==> src/rtl/ram_hs_pkg.sv <==
// ram_hs_pkg: state encoding and counter sizing shared by the RAM handshake master.
package ram_hs_pkg;

    typedef enum logic [3:0] {
        IDLE, R_SETUP, R_REQ, R_DATA, R_REL, R_DONE,
        W_SETUP, W_PULSE, W_HOLD, ABORT, RESP
    } state_e;

    localparam int ABORT_CYCLES = 2;

    // One counter serves timeouts, the write strobe and the abort pulse.
    function automatic int cnt_width(input int timeout, input int pulse);
        return $clog2((timeout > pulse ? timeout : pulse) + 1);
    endfunction

endpackage

==> src/rtl/hs_sync.sv <==
// hs_sync: multi-flop synchronizer for a single RAM-originated handshake line.
module hs_sync #(
    parameter int STAGES = 2
) (
    input  logic clk,
    input  logic reset_n,
    input  logic d_i,
    output logic q_o
);

    logic [STAGES-1:0] sync_q;

    always_ff @(posedge clk or negedge reset_n) begin
        if (!reset_n) sync_q <= '0;
        else          sync_q <= {sync_q[STAGES-2:0], d_i};
    end

    assign q_o = sync_q[STAGES-1];

endmodule

==> src/rtl/ram_hs_master.sv <==
// ram_hs_master: synchronous initiator for the RAM's four-phase read handshake and write strobe,
// with per-wait-state timeout that recovers a hung RAM through its reset input.
module ram_hs_master
    import ram_hs_pkg::*;
#(
    parameter int DATA_WIDTH  = 8,
    parameter int ADDR_WIDTH  = 8,
    parameter int SYNC_STAGES = 2,
    parameter int WRITE_PULSE = 2,
    parameter int TIMEOUT     = 64
) (
    input  logic                  clk,
    input  logic                  reset_n,
    input  logic                  cmd_valid,
    output logic                  cmd_ready,
    input  logic                  cmd_write,
    input  logic [ADDR_WIDTH-1:0] cmd_addr,
    input  logic [DATA_WIDTH-1:0] cmd_wdata,
    output logic                  rsp_valid,
    output logic [DATA_WIDTH-1:0] rsp_rdata,
    output logic                  rsp_error,
    output logic                  ram_write,
    output logic                  ram_reset,
    output logic [ADDR_WIDTH-1:0] ram_write_address,
    output logic [ADDR_WIDTH-1:0] ram_read_address,
    output logic [DATA_WIDTH-1:0] ram_data_in,
    input  logic [DATA_WIDTH-1:0] ram_data_out,
    output logic                  ram_req_prev,
    input  logic                  ram_ack_prev,
    input  logic                  ram_req_next,
    output logic                  ram_ack_next
);

    localparam int CW = cnt_width(TIMEOUT, WRITE_PULSE);

    state_e                state_q, state_d;
    logic [CW-1:0]         cnt_q, cnt_d;
    logic                  rst_ext_q;
    logic                  ack_prev_s, req_next_s;
    logic                  accept, timed_out;
    logic                  cmd_ready_q, cmd_ready_d;
    logic                  rsp_valid_q, rsp_valid_d;
    logic                  rsp_error_q, rsp_error_d;
    logic [DATA_WIDTH-1:0] rsp_rdata_q, rsp_rdata_d;
    logic                  ram_write_q, ram_write_d;
    logic                  ram_reset_q, ram_reset_d;
    logic [ADDR_WIDTH-1:0] waddr_q, waddr_d;
    logic [ADDR_WIDTH-1:0] raddr_q, raddr_d;
    logic [DATA_WIDTH-1:0] wdata_q, wdata_d;
    logic                  req_prev_q, req_prev_d;
    logic                  ack_next_q, ack_next_d;

    hs_sync #(.STAGES(SYNC_STAGES)) u_sync_ack (
        .clk(clk), .reset_n(reset_n), .d_i(ram_ack_prev), .q_o(ack_prev_s)
    );

    hs_sync #(.STAGES(SYNC_STAGES)) u_sync_next (
        .clk(clk), .reset_n(reset_n), .d_i(ram_req_next), .q_o(req_next_s)
    );

    assign accept    = (state_q == IDLE) && cmd_valid;
    assign timed_out = cnt_q == CW'(TIMEOUT);

    always_comb begin
        state_d = state_q;
        case (state_q)
            IDLE:    if (accept) state_d = cmd_write ? W_SETUP : R_SETUP;
            R_SETUP: state_d = R_REQ;
            R_REQ:   state_d = ack_prev_s  ? R_DATA : timed_out ? ABORT : R_REQ;
            R_DATA:  state_d = req_next_s  ? R_REL  : timed_out ? ABORT : R_DATA;
            R_REL:   state_d = !req_next_s ? R_DONE : timed_out ? ABORT : R_REL;
            R_DONE:  state_d = !ack_prev_s ? RESP   : timed_out ? ABORT : R_DONE;
            W_SETUP: state_d = W_PULSE;
            W_PULSE: if (cnt_q == CW'(WRITE_PULSE - 1)) state_d = W_HOLD;
            W_HOLD:  state_d = RESP;
            ABORT:   if (cnt_q == CW'(ABORT_CYCLES - 1)) state_d = RESP;
            RESP:    state_d = IDLE;
            default: state_d = IDLE;
        endcase
        // Outputs are registered from the next state so they line up with state_q.
        cnt_d       = (state_d != state_q) ? '0 : cnt_q + CW'(state_q != IDLE);
        cmd_ready_d = state_d == IDLE;
        req_prev_d  = state_d inside {R_REQ, R_DATA, R_REL};
        ack_next_d  = state_d inside {R_REL, R_DONE};
        ram_write_d = state_d == W_PULSE;
        ram_reset_d = (state_d == ABORT) || rst_ext_q;
        rsp_valid_d = state_d == RESP;
        rsp_error_d = (state_d == RESP) && (state_q == ABORT);
        rsp_rdata_d = (state_q == R_DATA && req_next_s) ? ram_data_out : rsp_rdata_q;
        waddr_d     = accept ? cmd_addr  : waddr_q;
        raddr_d     = accept ? cmd_addr  : raddr_q;
        wdata_d     = accept ? cmd_wdata : wdata_q;
    end

    always_ff @(posedge clk or negedge reset_n) begin
        if (!reset_n) begin
            state_q     <= IDLE;
            cnt_q       <= '0;
            rst_ext_q   <= 1'b1;
            cmd_ready_q <= 1'b1;
            rsp_valid_q <= 1'b0;
            rsp_error_q <= 1'b0;
            rsp_rdata_q <= '0;
            ram_write_q <= 1'b0;
            ram_reset_q <= 1'b1;
            waddr_q     <= '0;
            raddr_q     <= '0;
            wdata_q     <= '0;
            req_prev_q  <= 1'b0;
            ack_next_q  <= 1'b0;
        end else begin
            state_q     <= state_d;
            cnt_q       <= cnt_d;
            rst_ext_q   <= 1'b0;
            cmd_ready_q <= cmd_ready_d;
            rsp_valid_q <= rsp_valid_d;
            rsp_error_q <= rsp_error_d;
            rsp_rdata_q <= rsp_rdata_d;
            ram_write_q <= ram_write_d;
            ram_reset_q <= ram_reset_d;
            waddr_q     <= waddr_d;
            raddr_q     <= raddr_d;
            wdata_q     <= wdata_d;
            req_prev_q  <= req_prev_d;
            ack_next_q  <= ack_next_d;
        end
    end

    assign cmd_ready         = cmd_ready_q;
    assign rsp_valid         = rsp_valid_q;
    assign rsp_error         = rsp_error_q;
    assign rsp_rdata         = rsp_rdata_q;
    assign ram_write         = ram_write_q;
    assign ram_reset         = ram_reset_q;
    assign ram_write_address = waddr_q;
    assign ram_read_address  = raddr_q;
    assign ram_data_in       = wdata_q;
    assign ram_req_prev      = req_prev_q;
    assign ram_ack_next      = ack_next_q;

endmodule

==> config.mk <==
export PLATFORM = sky130hd
export DESIGN_NAME = ram_hs_master
export DESIGN_NICKNAME = d
export VERILOG_FILES = /design/src/rtl/ram_hs_pkg.sv /design/src/rtl/hs_sync.sv /design/src/rtl/ram_hs_master.sv
export SDC_FILE = /design/constraint.sdc
export NUM_CORES = 1
export LEC_CHECK = 0
export CAP_MARGIN = 20
export CORE_MARGIN = 1.5
export CORE_UTILIZATION = 49
export DETAILED_ROUTE_END_ITERATION = 10
export PLACE_DENSITY_LB_ADDON = 0.15
export SLEW_MARGIN = 15
export SYNTH_ARGS = -nofsm -noshare
export SYNTH_HDL_FRONTEND = slang
export SYNTH_SLANG_ARGS = --single-unit
==> constraint.sdc <==
create_clock -name clk -period 7 [get_ports clk]
set_clock_uncertainty 0.05 [all_clocks]
set_input_delay 1.4 -clock clk [delete_from_list [all_inputs] [get_ports clk]]
set_output_delay 1.4 -clock clk [all_outputs]
set_load 0.01 [all_outputs]
Word level (Yosys, flattened, before mapping)
Cells that the tools add are included.
{"block": "word_totals", "out_inout_bits": 39, "latchBits": 0, "elab_cells": 58, "memories": 0, "input_bits": 30, "mem_bits_rw": 0, "mem_bits_ro": 0, "ff_bits": 47}
{"block": "op_classes", "mul": 0, "n_div": 0, "shift": 0, "eq_ne": 19, "n_lt_le_gt_ge": 0, "bitwise": 0, "add_sub_neg": 1, "muxes": 14, "reduce_logical": 9}
{"operator": "4-bit 2-to-1 mux", "count": 11}
{"operator": "4-bit one-hot mux with 10 select lines", "count": 1}
{"operator": "4-bit by 3-bit == test with 1-bit output (second input constant)", "count": 7}
{"operator": "4-bit by 2-bit == test with 1-bit output (second input constant)", "count": 4}
{"operator": "4-bit == test (second input constant)", "count": 4}
{"operator": "4-bit zero test", "count": 2}
{"operator": "7-bit by 1-bit adder with 7-bit output", "count": 1}
{"operator": "7-bit by 1-bit == test with 1-bit output (second input constant)", "count": 1}
{"operator": "7-bit == test (second input constant)", "count": 1}
{"operator": "7-bit 2-to-1 mux", "count": 1}
{"operator": "4-bit by 1-bit == test with 1-bit output (second input constant)", "count": 1}
{"operator": "4-bit != test", "count": 1}
{"operator": "4-bit nonzero test", "count": 1}
{"operator": "1-bit logical AND", "count": 3}
{"operator": "3-bit 2-to-1 mux", "count": 1}
{"operator": "3-bit nonzero test", "count": 1}
{"operator": "2-bit nonzero test", "count": 1}
{"operator": "1-bit logical OR", "count": 1}

Longest topological paths before layout
{"block": "logic_depth", "word_depth": 6, "mapped_depth": 10, "ltp_nobuf": 9}

Cells and area by module
Synthesis repeated with hierarchy kept, for this count alone.
{"block": "unflattened", "hier_cells": 174, "area_unflattened_um2": 2173.3}
{"module": "ram_hs_master", "n_inst": 1, "area_per_inst_um2": 2073.2, "cells_per_inst": 170}
{"module": "hs_sync", "n_inst": 2, "area_per_inst_um2": 50.0, "cells_per_inst": 2}

Worst setup path after synthesis
No wires, ideal clock.
{"block": "synth_timing", "kind": "in2reg", "start": "input port cmd_write", "end": "register cnt_q[0]", "setup_slack_ns": 4.359, "required_time_ns": 6.845, "t_arrival_ns": 2.486, "stages": 5, "path_cell_list": "nand3b_1 > nand4_1 > or4_1 > o311a_2 > nor4b_1"}
{"block": "synth_between", "elab_chain_len": 5}
{"item": "start: declaration", "line_no": "ram_hs_master.sv:16", "rtl": "input logic cmd_write,"}
{"item": "3-bit 2-to-1 mux", "line_no": "ram_hs_master.sv:67", "rtl": "IDLE: if (accept) state_d = cmd_write ? W_SETUP : R_SETUP;"}
{"item": "4-bit 2-to-1 mux", "line_no": "ram_hs_master.sv:67"}
{"item": "4-bit one-hot mux with 10 select lines", "line_no": "ram_hs_master.sv:66", "rtl": "case (state_q)"}
{"item": "4-bit != test", "line_no": "ram_hs_master.sv:81", "rtl": "cnt_d = (state_d != state_q) ? '0 : cnt_q + CW'(state_q != IDLE);"}
{"item": "7-bit 2-to-1 mux", "line_no": "ram_hs_master.sv:81"}
{"item": "via cnt_d[0]", "line_no": "ram_hs_master.sv:37", "rtl": "logic [CW-1:0] cnt_q, cnt_d;"}
{"item": "end signal: assignment", "line_no": "ram_hs_master.sv:113", "rtl": "cnt_q <= cnt_d;"}
{"item": "end: declaration", "line_no": "ram_hs_master.sv:37"}
The timed path passes the listed nets, and every way through them passes these cells.
A chain may end at the register's enable or synchronous reset.

Worst setup path after layout
{"block": "layout_timing", "start": "input port cmd_write", "end": "register cnt_q[2]"}
The elaborated chain is that of the path after synthesis.

==> reports/qor.yml <==
clock_path_buffers: 2
power.clock.fraction_pct: 12.8
cts_tree: "done"
worst-path-buf-inv: 1
yosysWarnings: 0
p_per_area_mw_per_mm2: 418.5
crit_fanout: 7
cts.sinks: 47
cts-root-buf: "clkbuf_8"
routed_wl_um: 4467
rows: 24
start_util_pct: 50.52
die_w_um: 69.54
period_share_pct: 42.89
yosysSeqAreaShare_pct: 54.38
vias: 1620
internal-power_w: 0.0007872
grt-ovfl-total: 0
ant_nets: 0
avgSynthCellArea_um2: 11.73
drt_iter0_drc: 142
grt_pass1_wl_um: 7389
syn_nets: 217
grt_use_total_pct: 19.46
hold_buffers: 0
dieArea_mm2: 0.004836
synth-seq-cells: 47
synth_area_mm2: 0.002170
cap_violations: 0
vias_per_cell: 5.418
irDropWorstVdd_uv: 209.3
core_area_mm2: 0.004294
insertion_delay_ps: 290
dr.pass1.iters: 4
worst_setup_path_start_kind: "primary input"
io_pins: 69
drv_slew: 0
slowest_stage: "or4_1"
leakage_nw: 1.238
drive_above_1_share_pct: 16.60
combPwrFrac_pct: 49.6
period_needed_ps: 3002
async_flop_share_pct: 100.0
worst_slew_pin_slew_ps: 753.0
syn_inst: 185
worstPathArrival_ps: 3140
ys.flop_type: "dfrtp_1"
hold_viol: 0
worstSetupPathType: "primary input to register"
grt_max_degree: 48
io_buffers: 68
path_clk_slew_ps: 80
grt_pass1_vias: 1589
sw_frac_of_total_pct: 35.68
critical_path_required_ps: 7140
crit_chain: "clkdlybuf4s50_1 -> nand3b_1 -> nand4_1 -> or4_1 -> o311a_2 -> nor4b_1"
register_area_mm2: 0.001180
cp_top_family: "simple AND/OR/NAND/NOR gates"
outcome: "completed"
cts_max_level: 2
die_y_um: 69.54
synth_edf_count: 0
dp_hpwl_um: 3168
min-delay-path-class: "register to register"
cp_slowest_stage_delay_ps: 500
switchingPower_w: 0.0004366
setup_violations: 0
fin_nets: 278
ctsResizeCount: 0
fillCellCount: 320
ys_types: 43
postCtsSetupRepairBufs: 0
end_kind: "register"
tns_ps: 0
diodes: 0
grt_antenna_before_repair: 0
rsz0062_at_grt: "no"
relSlewSlack_pct: 49.37
area_growth_pct: 34.77
multi_input_area_um2: 887.1
drc: 0
wl_per_cell_um: 14.94
gp_congestion: 0.8550
max_freq_ghz: 0.3331
seqPwrFrac_pct: 37.6
numCtsBuffers: 5
hold_ws_ps: 310.0
final cells by class:
cell class | instances | area share [%]
Clock inverter | 1 | 0.1712
Timing Repair Buffer | 69 | 23.79
Tap cell | 52 | 2.225
Clock buffer | 7 | 2.610
Sequential cell | 47 | 40.35
Inverter | 4 | 0.5135
Multi-Input combinational cell | 119 | 30.34
worst reg2reg max path, stage by stage, from the launching register on:
cell      delay, ps
dfrtp_1         580
nor4_1          630
nand3b_1        140
nand4_1         160
a21oi_1          90
o311a_2         440
nor4b_1         330
cell usage after synthesis, types with 3 or more instances:
| master | number | area share, % |
|---|---|---|
| o21ai_0 | 7 | 1.6 |
| nor4b_1 | 3 | 1.2 |
| nand3b_1 | 4 | 1.4 |
| dfstp_2 | 3 | 3.6 |
| clkbuf_1 | 6 | 1.0 |
| nor4_1 | 5 | 1.4 |
| buf_4 | 8 | 2.8 |
| nand3_1 | 4 | 0.92 |
| nor2b_1 | 3 | 0.87 |
| dfrtp_1 | 44 | 51 |
| nand4_1 | 4 | 1.2 |
| nor3b_1 | 4 | 1.4 |
| inv_1 | 4 | 0.69 |
| a21oi_1 | 4 | 0.92 |
| nand2_1 | 11 | 1.9 |
| xor2_1 | 4 | 1.6 |
| xnor2_1 | 3 | 1.2 |
| mux2_2 | 24 | 12 |
| nor2_1 | 11 | 1.9 |
worst paths after layout:
kind	startpoint	to	slack (ps)	cells past startpoint
max	cmd_write	cnt_q[2]	4000	6
min	u_sync_ack.sync_q[0]	u_sync_ack.sync_q[1]	310	0
max reg2reg	state_q[0]	cnt_q[2]	4470	6
min reg2reg	u_sync_ack.sync_q[0]	u_sync_ack.sync_q[1]	310	0
max in group asynchronous	reset_n	rst_ext_q	5450	2
min in group asynchronous	reset_n	ram_ack_next	910	1
registers in the layout (all words and copies together) (netlist names), 2 cells and up:
register	count
cnt_q	7
u_sync_next.sync_q	2
u_sync_ack.sync_q	2
ram_data_in	8
ram_read_address	8
state_q	4
rsp_rdata	8
through the flow:
step                       power, W  area [µm²]  setup slack (ps)  util, %  instances
after floorplan           0.0008113        2170              4359        -        185
after global placement     0.001061        2823              3790    65.73        290
after detailed placement   0.001068        2823              3681    65.73        290
after CTS                  0.001230        2904              3993    67.63        298
after global routing       0.001312        2924              3874    68.09        299
final                      0.001224        2924              3998    68.09        299
routing by layer:
layer / routed length [µm] / global-route usage [%]
met1: 1952 / 25.27
met5: 0 / 0
met3: 306 / 6.977
met2: 2139 / 30.66
met4: 68 / 6.100
power by group through the flow:
stage	sequential, W	clock (W)	combinational [W]
after CTS	0.000459	0.000162	0.000608
after detailed placement	0.000462	0	0.000605
after global routing	0.000478	0.000175	0.000658
after global placement	0.000460	0	0.000601
after floorplan	0.000462	0	0.000349
final	0.000460	0.000157	0.000607
cells in the final DEF (no fill, tap or decap), drive strengths merged, types with 2 or more instances in the layout:
| cell | netlist | routed |
|---|---|---|
| a21oi | 4 | 4 |
| a31oi | 2 | 2 |
| buf | 9 | 2 |
| clkbuf | 6 | 7 |
| clkdlybuf4s50 | 0 | 67 |
| dfrtp | 44 | 44 |
| dfstp | 3 | 3 |
| ha | 2 | 2 |
| inv | 4 | 4 |
| mux2 | 24 | 24 |
| nand2 | 11 | 11 |
| nand2b | 2 | 2 |
| nand3 | 4 | 4 |
| nand3b | 4 | 4 |
| nand4 | 4 | 4 |
| nor2 | 11 | 11 |
| nor2b | 3 | 3 |
| nor3 | 2 | 2 |
| nor3b | 6 | 6 |
| nor4 | 5 | 5 |
| nor4b | 3 | 3 |
| o21ai | 9 | 9 |
| or4 | 2 | 2 |
| xnor2 | 3 | 3 |
| xor2 | 4 | 4 |
cell families (layout without fill, tap and decap cells):
| group | count (synthesis) | after routing | share of synthesized area (%) |
|---|---|---|---|
| other | 1 | 1 | 0.1728 |
| XOR/XNOR | 7 | 7 | 2.826 |
| adder cells (fa/ha/maj) | 2 | 2 | 1.153 |
| AND/OR/NAND/NOR | 61 | 61 | 16.78 |
| buffers and inverters | 19 | 81 | 4.729 |
| multiplexers | 25 | 25 | 12.92 |
| flip-flops | 47 | 47 | 54.38 |
| AO/OA/AOI/OAI | 23 | 23 | 7.036 |
No activity file was read; power rests on OpenSTA's default activity.
==> RTL change: new RTL, same flow settings <==
The parameter `DATA_WIDTH` goes from 8 to 7.
--- a/src/rtl/ram_hs_master.sv
+++ b/src/rtl/ram_hs_master.sv
@@ -3,7 +3,7 @@
 module ram_hs_master
     import ram_hs_pkg::*;
 #(
-    parameter int DATA_WIDTH  = 8,
+    parameter int DATA_WIDTH  = 7,
     parameter int ADDR_WIDTH  = 8,
     parameter int SYNC_STAGES = 2,
     parameter int WRITE_PULSE = 2,
Ports: changed (resized cmd_wdata, ram_data_in, ram_data_out and rsp_rdata); port bits go from 69 to 65. No check against the original RTL was run, so the function may have changed too.
==> RTL change against the unedited design <==
- worst setup slack worse by 420 ps
- area after synthesis rose by 3.2%
- global-route usage rose by 1.3 points
- sequential cell count decreased by 2
- final area increased by 1.7%
- combinational power increased by 4.4%
- routed wire length is 7.4% higher
- highest routed layer unchanged
- total power is 7.0% higher
- non-clock buffer count down 5
- via count grew 2.4%
- clock power increased by 45%
==> RTL change: results (changes against the unedited design) <==
Outcome
  • Status: completed

STA
  • Slew HR: 35.1% (-14 points)

Cells and area
  • Layout cell share with drive strength beyond 1: 17.6% (+1.0 points)
  • Ant diodes: 0 (unchanged)
  • Largest register FFs: 8
  • Nets: 267 (-4.0%)

Logic synthesis
  • Synth area leaders: dfrtp_1 47%, mux2_2 7.0%, mux2_1 4.0%
  • Synth unique cells: 59 (+37%)
  • YS warnings: 0 (unchanged)
  • Asr flop ratio synth: 100% (unchanged)
  • Post-Syn Nets: 211 (-2.8%)
  • Synth top cells by count: 42 x dfrtp_1, 14 x mux2_2, 9 x buf_4, 9 x nor2_1, 8 x mux2_1
  • Primary FF master, synth: dfrtp_1
  • Seq/Total Area, Yosys: 50.5% (-3.9 points)

Placement
  • Final RePlAce weighted congestion: 0.842 (-1.6%)
  • Hpwl dp: 3540 um (+12%)
  • PortBufs: 64 (-5.9%)

Drt
  • Initial DRC count: 162 (+14%)
  • Drt pass-1 iters: 4 (unchanged)
  • WL per Instance: 16.5 um (+11%)
  • Via/cell ratio: 5.72 (+5.6%)

Setup path
  • Slowest Stage Delay on Critical Path: 550 ps (+50 ps)
  • Maximum fanout along the worst path: 16 (+9)
  • Slowest CP cell: nand3_1
  • Delay-heaviest family, CP: compound AO/OA/AOI/OAI gates
  • Critical Path AT: 3540 ps (+400 ps)

Clocking
  • Root Driver: clkbuf_8
  • CTS Buffer Depth: 2 (unchanged)
  • Cts repair resizes: 0 (unchanged)
  • Setup repair bufs after CTS: 0 (unchanged)
  • Worst skew pair latency: 300 ps
  • Num CTS Buffers: 5 (unchanged)
  • Clock slew at the register clock pins of the worst setup and hold paths: 80 ps (about the same)
  • CTS H-tree depth: 2 (unchanged)

Global routing
  • First-pass GRT wire length: 8180 um (+11%)
  • Largest net degree at the start of global routing: 46 (-4.2%)
  • Tot GR Track Use: 20.8% (+1.3 points)
  • Initial antenna violation count: 0 (unchanged)
  • Number of global-route vias before repair: 1773 (+12%)

Min path
  • Hold Path Class: register to register

Power
  • P_leak: 1.22 nW (-1.4%)
  • VDD IR max: 283 uV (+35%)
==> RTL change: layout make-up <==
cell class,instances,area (um2)
fill,314,1410
sequential,45,1130
multi-input combinational,116,990
timing repair buffer,64,636
clock buffer,5,68.8
clock inverter,3,65.1
tap,52,65.1
inverter,5,18.8
==> RTL change: cell families after synthesis <==
logic type      after synthesis  synth area share, %
simple gates                 56                 18.4
compound gates               30                 11.5
fa+ha+maj                     2                 1.12
flops                        45                 50.5
other cells                   1                0.168
buf+inv                      20                 5.31
xor+xnor                      5                 1.96
mux                          22                 11.1
==> RTL change: stage by stage <==
stage               util [%]  setup WS, ps  total power, mW  cells  cell area [um2]
floorplan                  -          4350            0.834    181             2240
global placement        64.8          3350             1.07    282             2840
detailed placement      64.8          3250             1.09    282             2840
CTS                     67.8          3560             1.32    290             2970
global route            67.8          3400             1.39    290             2970
finish                  67.8          3580             1.31    290             2970
==> RTL change: metal layers <==
metal	global-route usage (%)	share of wire (%)	vias to the layer above
li1	-	-	777
met1	26.1	41	800
met2	33.6	49	72
met3	6.70	7.5	10
met4	8.39	2.0	0
met5	0	0	-
==> RTL change: power breakdown <==
group	switching (mW)	internal [mW]	leakage, nW
Combinational	0.296	0.338	0.601
Clock	0.0861	0.142	0.0681
Sequential	0.0925	0.356	0.551
Total	0.475	0.835	1.22
==> RTL change: worst paths after layout <==
check,cells past startpoint,startpoint,slack [ps],end
min in group asynchronous,1,reset_n,1200,ram_read_address[1]
min,0,u_sync_ack.sync_q[0],310,u_sync_ack.sync_q[1]
max reg2reg,5,state_q[2],4120,cnt_q[3]
max in group asynchronous,1,reset_n,5090,cnt_q[3]
max,5,cmd_valid,3580,cnt_q[3]
min reg2reg,0,u_sync_ack.sync_q[0],310,u_sync_ack.sync_q[1]
